<file path="config.mk">
export PLATFORM = sky130hd
export DESIGN_NAME = d7s_scan_ctrl
export DESIGN_NICKNAME = d
export VERILOG_FILES = /design/src/rtl/d7s_scan_ctrl.sv
export SDC_FILE = /design/constraint.sdc
export NUM_CORES = 1
export LEC_CHECK = 0
export ABC_AREA = 1
export CORE_UTILIZATION = 36
export DETAILED_ROUTE_END_ITERATION = 10
export GPL_ROUTABILITY_DRIVEN = 0
export PLACE_DENSITY = 0.64
export RECOVER_POWER = 25
export SLEW_MARGIN = 30
export SYNTH_ARGS = -nofsm -noshare
export SYNTH_HDL_FRONTEND = slang
export SYNTH_SLANG_ARGS = --single-unit
</file>
<file path="constraint.sdc">
create_clock -name clk -period 2.8 [get_ports clk]
set_clock_uncertainty 0.2 [all_clocks]
set_input_delay 0.56 -clock clk [delete_from_list [all_inputs] [get_ports clk]]
set_output_delay 0.56 -clock clk [all_outputs]
set_load 0.05 [all_outputs]
</file>
<file path="src/rtl/d7s_scan_ctrl.sv">
// Scan scheduler for a 3-digit multiplexed 7-segment display: frame-synchronous
// value commit, BCD decode, dwell/blank timing, PWM dimming, leading-zero blanking.
module d7s_scan_ctrl #(
  parameter int unsigned DWELL_W = 16,
  parameter int unsigned BLANK_W = 8
) (
  input  logic               clk,
  input  logic               rst,
  input  logic               en,
  input  logic [DWELL_W-1:0] dwell_cycles,
  input  logic [BLANK_W-1:0] blank_cycles,
  input  logic [3:0]         brightness,
  input  logic               lzs_en,
  input  logic               upd_valid,
  input  logic [11:0]        upd_bcd,
  output logic               upd_ready,
  output logic [2:0]         transistor,
  output logic [6:0]         d7sp,
  output logic               frame_tick
);

  localparam int unsigned CNT_W = (DWELL_W > BLANK_W) ? DWELL_W : BLANK_W;

  typedef enum logic [1:0] {S_IDLE, S_BLANK, S_ON} state_t;

  state_t           r_state, w_state_nxt, w_gap_state;
  logic [CNT_W-1:0] r_cnt, w_cnt_nxt, w_gap_cnt, w_dwell_m1, w_blank_m1;
  logic [1:0]       r_idx, w_idx_nxt;
  logic [3:0]       r_pwm;
  logic [11:0]      r_disp, r_pend;
  logic             r_upd_ready;
  logic             w_boundary, w_commit, w_accept;
  logic [3:0]       w_digit;
  logic             w_blanked;
  logic [2:0]       r_tr;
  logic [6:0]       r_seg;
  logic             r_tick;

  function automatic logic [6:0] seg_decode(input logic [3:0] d);
    case (d)
      4'd0:    seg_decode = 7'b0000001;
      4'd1:    seg_decode = 7'b1001111;
      4'd2:    seg_decode = 7'b0010010;
      4'd3:    seg_decode = 7'b0000110;
      4'd4:    seg_decode = 7'b1001100;
      4'd5:    seg_decode = 7'b0100100;
      4'd6:    seg_decode = 7'b0100000;
      4'd7:    seg_decode = 7'b0001111;
      4'd8:    seg_decode = 7'b0000000;
      4'd9:    seg_decode = 7'b0000100;
      default: seg_decode = 7'b1111110;
    endcase
  endfunction

  // Phase lengths minus one; a zero dwell still gives one ON cycle
  assign w_dwell_m1 = (dwell_cycles == '0) ? '0 : CNT_W'(dwell_cycles - DWELL_W'(1));
  assign w_blank_m1 = CNT_W'(blank_cycles - BLANK_W'(1));
  assign w_gap_state = (blank_cycles == '0) ? S_ON : S_BLANK;
  assign w_gap_cnt   = (blank_cycles == '0) ? w_dwell_m1 : w_blank_m1;

  always_ff @(posedge clk or negedge rst) begin
    if (!rst) begin
      r_state <= S_IDLE;
      r_cnt   <= '0;
      r_idx   <= '0;
    end else begin
      r_state <= w_state_nxt;
      r_cnt   <= w_cnt_nxt;
      r_idx   <= w_idx_nxt;
    end
  end

  always_comb begin
    w_state_nxt = r_state;
    w_cnt_nxt   = r_cnt;
    w_idx_nxt   = r_idx;
    w_boundary  = 1'b0;
    case (r_state)
      S_IDLE: begin
        w_idx_nxt = '0;
        if (en) begin
          w_state_nxt = w_gap_state;
          w_cnt_nxt   = w_gap_cnt;
        end
      end
      S_BLANK: begin
        if (r_cnt == '0) begin
          w_state_nxt = S_ON;
          w_cnt_nxt   = w_dwell_m1;
        end else begin
          w_cnt_nxt = r_cnt - CNT_W'(1);
        end
      end
      S_ON: begin
        if (r_cnt == '0) begin
          w_boundary  = (r_idx == 2'd2);
          w_idx_nxt   = (r_idx == 2'd2) ? 2'd0 : r_idx + 2'd1;
          w_state_nxt = w_gap_state;
          w_cnt_nxt   = w_gap_cnt;
        end else begin
          w_cnt_nxt = r_cnt - CNT_W'(1);
        end
      end
      default: w_state_nxt = S_IDLE;
    endcase
    if (!en) begin
      w_state_nxt = S_IDLE;
      w_idx_nxt   = '0;
      w_boundary  = 1'b0;
    end
  end

  assign w_commit = w_boundary && !r_upd_ready;
  assign w_accept = upd_valid && r_upd_ready;

  // Pending buffer and display register; a commit never coincides with an accept
  always_ff @(posedge clk or negedge rst) begin
    if (!rst) begin
      r_disp      <= '0;
      r_pend      <= '0;
      r_upd_ready <= 1'b1;
      r_pwm       <= '0;
    end else begin
      r_pwm <= r_pwm + 4'd1;
      if (w_commit) r_disp <= r_pend;
      if (w_accept) r_pend <= upd_bcd;
      if (w_accept)      r_upd_ready <= 1'b0;
      else if (w_commit) r_upd_ready <= 1'b1;
    end
  end

  always_comb begin
    case (r_idx)
      2'd0:    w_digit = r_disp[3:0];
      2'd1:    w_digit = r_disp[7:4];
      default: w_digit = r_disp[11:8];
    endcase
    w_blanked = lzs_en && (((r_idx == 2'd2) && (r_disp[11:8] == 4'd0)) ||
                           ((r_idx == 2'd1) && (r_disp[11:4] == 8'd0)));
  end

  // Gating with en darkens the display on the cycle right after en drops
  always_ff @(posedge clk or negedge rst) begin
    if (!rst) begin
      r_tr   <= 3'b111;
      r_seg  <= 7'b1111111;
      r_tick <= 1'b0;
    end else begin
      r_tick <= w_boundary;
      if (!en || (r_state != S_ON) || w_blanked) begin
        r_tr  <= 3'b111;
        r_seg <= 7'b1111111;
      end else begin
        r_seg <= seg_decode(w_digit);
        r_tr  <= (r_pwm <= brightness) ? ~(3'(1) << r_idx) : 3'b111;
      end
    end
  end

  assign upd_ready  = r_upd_ready;
  assign transistor = r_tr;
  assign d7sp       = r_seg;
  assign frame_tick = r_tick;

endmodule
</file>
==> flow_summary.toml, run 1 <==
[timing]
setup_violations = 0
fmax_mhz = 406
rsz0062_at_grt = "false"
worst_pin_slew_ps = 966
period_needed_ps = 2460
drv_slew = 0
fin_setup_tns_ps = 0
finalHoldViolations = 0
setup_slack_ps = 339
slew_headroom_pct = 35.6
fin_crit_sh_pct = 87.9

[placed_design]
place_inst = 787
place_ws_ps = -13.1
dp_hpwl_um = 7480
portBuffers = 56

[synthesis]
syn_area_um2 = 4190
synthArstFlopShare_pct = 100
yosys.area.top_type = "dfrtp_1"
synth_flop_cell = "dfrtp_1"
synth_cells = 590
avgSynthCellArea_um2 = 7.11
yosysWarnings = 0
ys_seq_area_share_pct = 36.1
synth_edf_count = 0
yosys-top-cells-area = "dfrtp_1 (29%), nand2_1 (17%), dfstp_2 (6.9%)"
post-synth-top-count-cell = "nand2_1"
synth_cell_types = 39
synthTopCellsByCount = "nand2_1 (194), inv_1 (64), nor2_1 (64)"
synth_top_area_share_pct = 29.2
ys_ff_latch = 60
syn_nets = 655

[final_layout]
drive_gt1_share_pct = 10.7
antenna_cells = 0
area_growth_pct = 25.4
fill_cells = 1143
stdcell_count = 804
seqCellArea_um2 = 1520
final_core_util_pct = 46.3
fin_nets = 721
multiInputGateArea_um2 = 2340

[clocking]
cts_hold_buf = 1
cts_root_buffer = "clkbuf_16"
clock_sinks = 60
clk_path_buf_depth = 2
htreeDepth = 3
clock_latency_ps = 330
ctsResizeCount = 0
post_cts_buffers = 0
path_clk_slew_ps = 50
cts_tree = "done"
cts_buffers = 9

[flow_run]
drv_cap = 0

[die]
start_util_pct = 36.9
pin_count = 57
placementRows = 39
core_um2 = 11400
die_area_um2 = 12100
die_w_um = 110
die_y_um = 110

[pwr]
net-switching-power_mw = 1.67
power.internal_mw = 2.46
clkPwrFrac_pct = 28.7
p_seq_share_pct = 28.6
ir_worst_vdd_v = 0.000339
p_comb_share_pct = 42.7
p_leak_nw = 2.63
swShare_pct = 40.5
power.total_mw = 4.14
powerDensity_nw_per_um2 = 787

[drt]
ant_nets = 0
first_pass_iters = 4
drc = 0
vias_per_cell = 4.84
first_iter_violations = 177
avgRoutedWirePerCell_um = 11.9
vias = 3895
wirelength_um = 9550

[critical_path]
r2r-start = "r_cnt[0]"
critPathKind = "input pin to register"
cp-startpoint = "blank_cycles[0]"
r2r_cells = 9
cp.arrival_ps = 2500
critPathCaptureType = "register"
crit_end = "r_cnt[15]"
required_ps = 2840
crit_fanout = 8
timing.rr.end = "r_idx[1]"
r2r_slack_ps = 530
critPathLaunchType = "input pin"

[global_routing]
antenna_found_initial = 0
grt_pass1_vias = 3744
grt_pass1_wl_um = 16900
grtUsageTotal_pct = 17.7
grt_max_degree = 45
grt_overflow = 0

[status]
status = "complete, no violations"

[hold_path]
hold_path_class = "register to register"
layer usage:
| metal | wire (um) | GRT usage (%) | part of all wire [%] | vias to the layer above |
|---|---|---|---|---|
| met5 | 0 | 0 | 0 | - |
| li1 | - | - | - | 2011 |
| met2 | 4530 | 28.8 | 47 | 56 |
| met1 | 4590 | 23.6 | 48 | 1815 |
| met3 | 307 | 4.15 | 3.2 | 13 |
| met4 | 119 | 3.90 | 1.2 | 0 |
power groups by stage:
stage               Clock (mW)  Combinational (mW)  Sequential, mW
global route              1.26                2.03            1.21
global placement             0                1.73            1.19
detailed placement           0                1.76            1.20
CTS                       1.21                1.77            1.18
finish                    1.19                1.76            1.18
floorplan                    0                1.26            1.23
area by class of cell:
type / count / area share [%]
clock buffers: 9 / 4.28
clock inverters: 7 / 1.90
inverters: 67 / 4.78
multi-input cells: 450 / 44.5
flip-flops and latches: 60 / 28.8
well taps: 143 / 3.40
repair buffers: 68 / 12.3
worst max-delay path: stages:
cell,delay [ps]
clkdlybuf4s50_1,400
inv_1,90
ha_1,190
nand2_1,80
nor2_2,140
inv_1,80
nor2_1,250
a21oi_1,90
a21oi_2,380
nand3_1,120
o21ai_0,100
stage by stage:
step                hold slack [ps]  area [um2]
global placement                259        4940
CTS                             280        5270
detailed placement              266        4940
floorplan                      64.4        4190
finish                          273        5260
global route                    307        5260
state kept, by name, indices dropped and copies added (netlist names):
signal	cells
r_cnt	16
r_disp	12
r_pend	12
d7sp	7
r_pwm	4
transistor	3
r_idx	2
r_state	2
frame_tick	1
upd_ready	1
cell usage in the layout, fill, tap and decap left out, types with 2 or more instances in the layout:
cell type	count
bufinv_16	2
or2_2	3
o21ai_0	15
clkinv_4	3
nor2_2	5
nand2_1	194
nand2_2	4
nor2_4	2
o21bai_1	3
nor2_1	64
ha_1	20
a21oi_1	28
nand4_1	3
dfrtp_1	49
xnor2_1	2
mux2_2	12
dfstp_2	11
clkbuf_16	9
clkdlybuf4s50_1	55
o211ai_1	5
nor3_1	4
inv_1	64
nand3_1	55
buf_4	10
inv_2	2
xor2_1	18
logic make-up after synthesis:
| kind of cell | share of synthesized area (%) |
|---|---|
| AND/OR/NAND/NOR | 34.4 |
| buffers and inverters | 8.03 |
| flip-flops | 36.1 |
| AO/OA/AOI/OAI | 8.06 |
| XOR/XNOR | 4.18 |
| adder cells (fa/ha/maj) | 5.97 |
| multiplexers | 3.22 |
worst min-delay path by stage:
stage	slack (ps)	to	from	cells past startpoint
final	270	r_pwm[0]	r_pwm[0]	1
after global routing	310	r_disp[3]	r_disp[3]	2
after CTS	280	r_disp[0]	r_disp[0]	2
after detailed placement	270	r_disp[0]	r_disp[0]	2
after global placement	260	r_pwm[0]	r_pwm[0]	1
after floorplan	60	frame_tick	rst	0
Power figures use the tool's default switching activity.
==> run 2: changes to the inputs <==
--- a/config.mk
+++ b/config.mk
@@ -9,6 +9,6 @@
 export CORE_UTILIZATION = 36
 export DETAILED_ROUTE_END_ITERATION = 10
-export GPL_ROUTABILITY_DRIVEN = 0
-export PLACE_DENSITY = 0.64
+export GPL_ROUTABILITY_DRIVEN = 1
+export PLACE_DENSITY = 0.66
 export RECOVER_POWER = 25
 export SLEW_MARGIN = 30
==> constraint.sdc (replaced) <==
create_clock -name clk -period 2.24 [get_ports clk]
set_clock_uncertainty 0.2 [all_clocks]
set_input_delay 0.224 -clock clk [delete_from_list [all_inputs] [get_ports clk]]
set_output_delay 0.224 -clock clk [all_outputs]
set_load 0.05 [all_outputs]
==> flow_summary.toml, run 2 (synthesis results as in run 1) <==
[drt]
drc = 0
first_iter_violations = 204
vias = 4024
first_pass_iters = 5
vias_per_cell = 4.87
avgRoutedWirePerCell_um = 11.8
wirelength_um = 9790
ant_nets = 0

[die]
pin_count = 57
die_y_um = 110
placementRows = 39
die_area_um2 = 12100
start_util_pct = 36.9
core_um2 = 11400
die_w_um = 110

[timing]
period_needed_ps = 2090
drv_slew = 0
slew_headroom_pct = 10.2
fin_crit_sh_pct = 93.3
worst_pin_slew_ps = 1350
fmax_mhz = 478
rsz0062_at_grt = "false"
setup_violations = 0
finalHoldViolations = 0

[critical_path]
slowest_delay_ps = 800
required_ps = 1820
r2r_cells = 8
slowest_stage = "clkdlybuf4s50_1"
r2r-start = "r_idx[1]"
r2r_slack_ps = 160
critPathBufInv = 1
cp.arrival_ps = 1670
cp-startpoint = "upd_ready"
critical_path.top_delay_family = "buffers and inverters"
timing.rr.end = "d7sp[3]"
critPathKind = "register to output pin"
critPathLaunchType = "register"
critPathCaptureType = "output pin"
crit_fanout = 3
cp_cell_sequence = "clkdlybuf4s50_1"

[global_routing]
grtUsageTotal_pct = 18.0
grt_pass1_wl_um = 17200
grt_use_met2_pct = 29.8
globalRouteMet1Util_pct = 23.4
met3_usage_pct = 3.50
grt_overflow = 0
antenna_found_initial = 0
top_usage_layer = "met2"
grt_pass1_vias = 3813
grt_max_degree = 61

[hold_path]
min_to = "upd_ready"
holdPathStages = 2
hold_path_class = "input pin to register"
min_from = "upd_valid"

[status]
status = "complete, no violations"

[final_layout]
final_core_util_pct = 47.7
final_common_cell = "nand2_1"
antenna_cells = 0
final_cell_mix = "nand2_1 (194), inv_1 (64), nor2_1 (64), nand3_1 (55), clkdlybuf4s50_1 (55)"
drive_gt1_share_pct = 13.9
area_growth_pct = 29.4
stdcell_area_um2 = 5430
reg_top3 = "r_cnt (16), r_disp (12), r_pend (12)"
fin_nets = 744
largest_reg_flops = 16
largest-register = "r_cnt"

[placed_design]
place_area_um2 = 5110
place_congestion = 0.865
portBuffers = 56
dp_hpwl_um = 7680

[pwr]
powerDensity_nw_per_um2 = 968
ir_worst_vdd_v = 0.000497
p_leak_nw = 2.74
power.total_mw = 5.25

[clocking]
clk_path_buf_depth = 2
htreeDepth = 3
cts_buffers = 9
post_cts_buffers = 0
cts_tree = "done"
cts_root_buffer = "clkbuf_16"
clock_latency_ps = 320
path_clk_slew_ps = 50
clock_sinks = 60

[flow_run]
drv_cap = 0
-- run 2: worst max path at each step --
stage	end	cells past startpoint	slack [ps]
2_1_floorplan	d7sp[3]	8	190
5_1_grt	r_cnt[7]	12	10
3_5_place_dp	r_cnt[0]	14	-10
6_report	upd_ready	1	150
3_3_place_gp	r_cnt[15]	12	60
4_1_cts	upd_ready	1	140
-- run 2: repair_timing --
item                       CTS  global route
gates resized for setup      0             1
hold buffers                 1             0
setup endpoints to repair    0             1
hold endpoints to repair    60             0
-- run 2: final cells by class --
cell class | count | area, um2
tap | 143 | 179
clock inverter | 7 | 91.3
multi-input combinational | 450 | 2350
fill | 1115 | 5940
sequential | 60 | 1520
timing repair buffer | 91 | 818
inverter | 67 | 251
clock buffer | 9 | 225
-- run 2: metal layers --
layer	vias up	wire, um
li1	2053	-
met1	1867	4560
met2	83	4630
met3	21	356
met4	0	238
met5	-	0
-- run 2: report_power, final --
part           internal [mW]  switching, mW  total [mW]
sequential              1.29          0.183        1.48
combinational          0.896           1.44        2.34
clock                  0.967          0.470        1.44
total                   3.16           2.09        5.25
-- run 2: metrics by stage --
stage | worst slack [ps] | hold slack [ps] | TNS (ps) | cells
floorplan | 188 | -272 | 0 | 590
global placement | 61.8 | 53.4 | 0 | 810
detailed placement | -14.7 | 56.3 | -14.7 | 810
CTS | 138 | 246 | 0 | 827
global route | 11.2 | 301 | 0 | 827
finish | 150 | 271 | 0 | 827
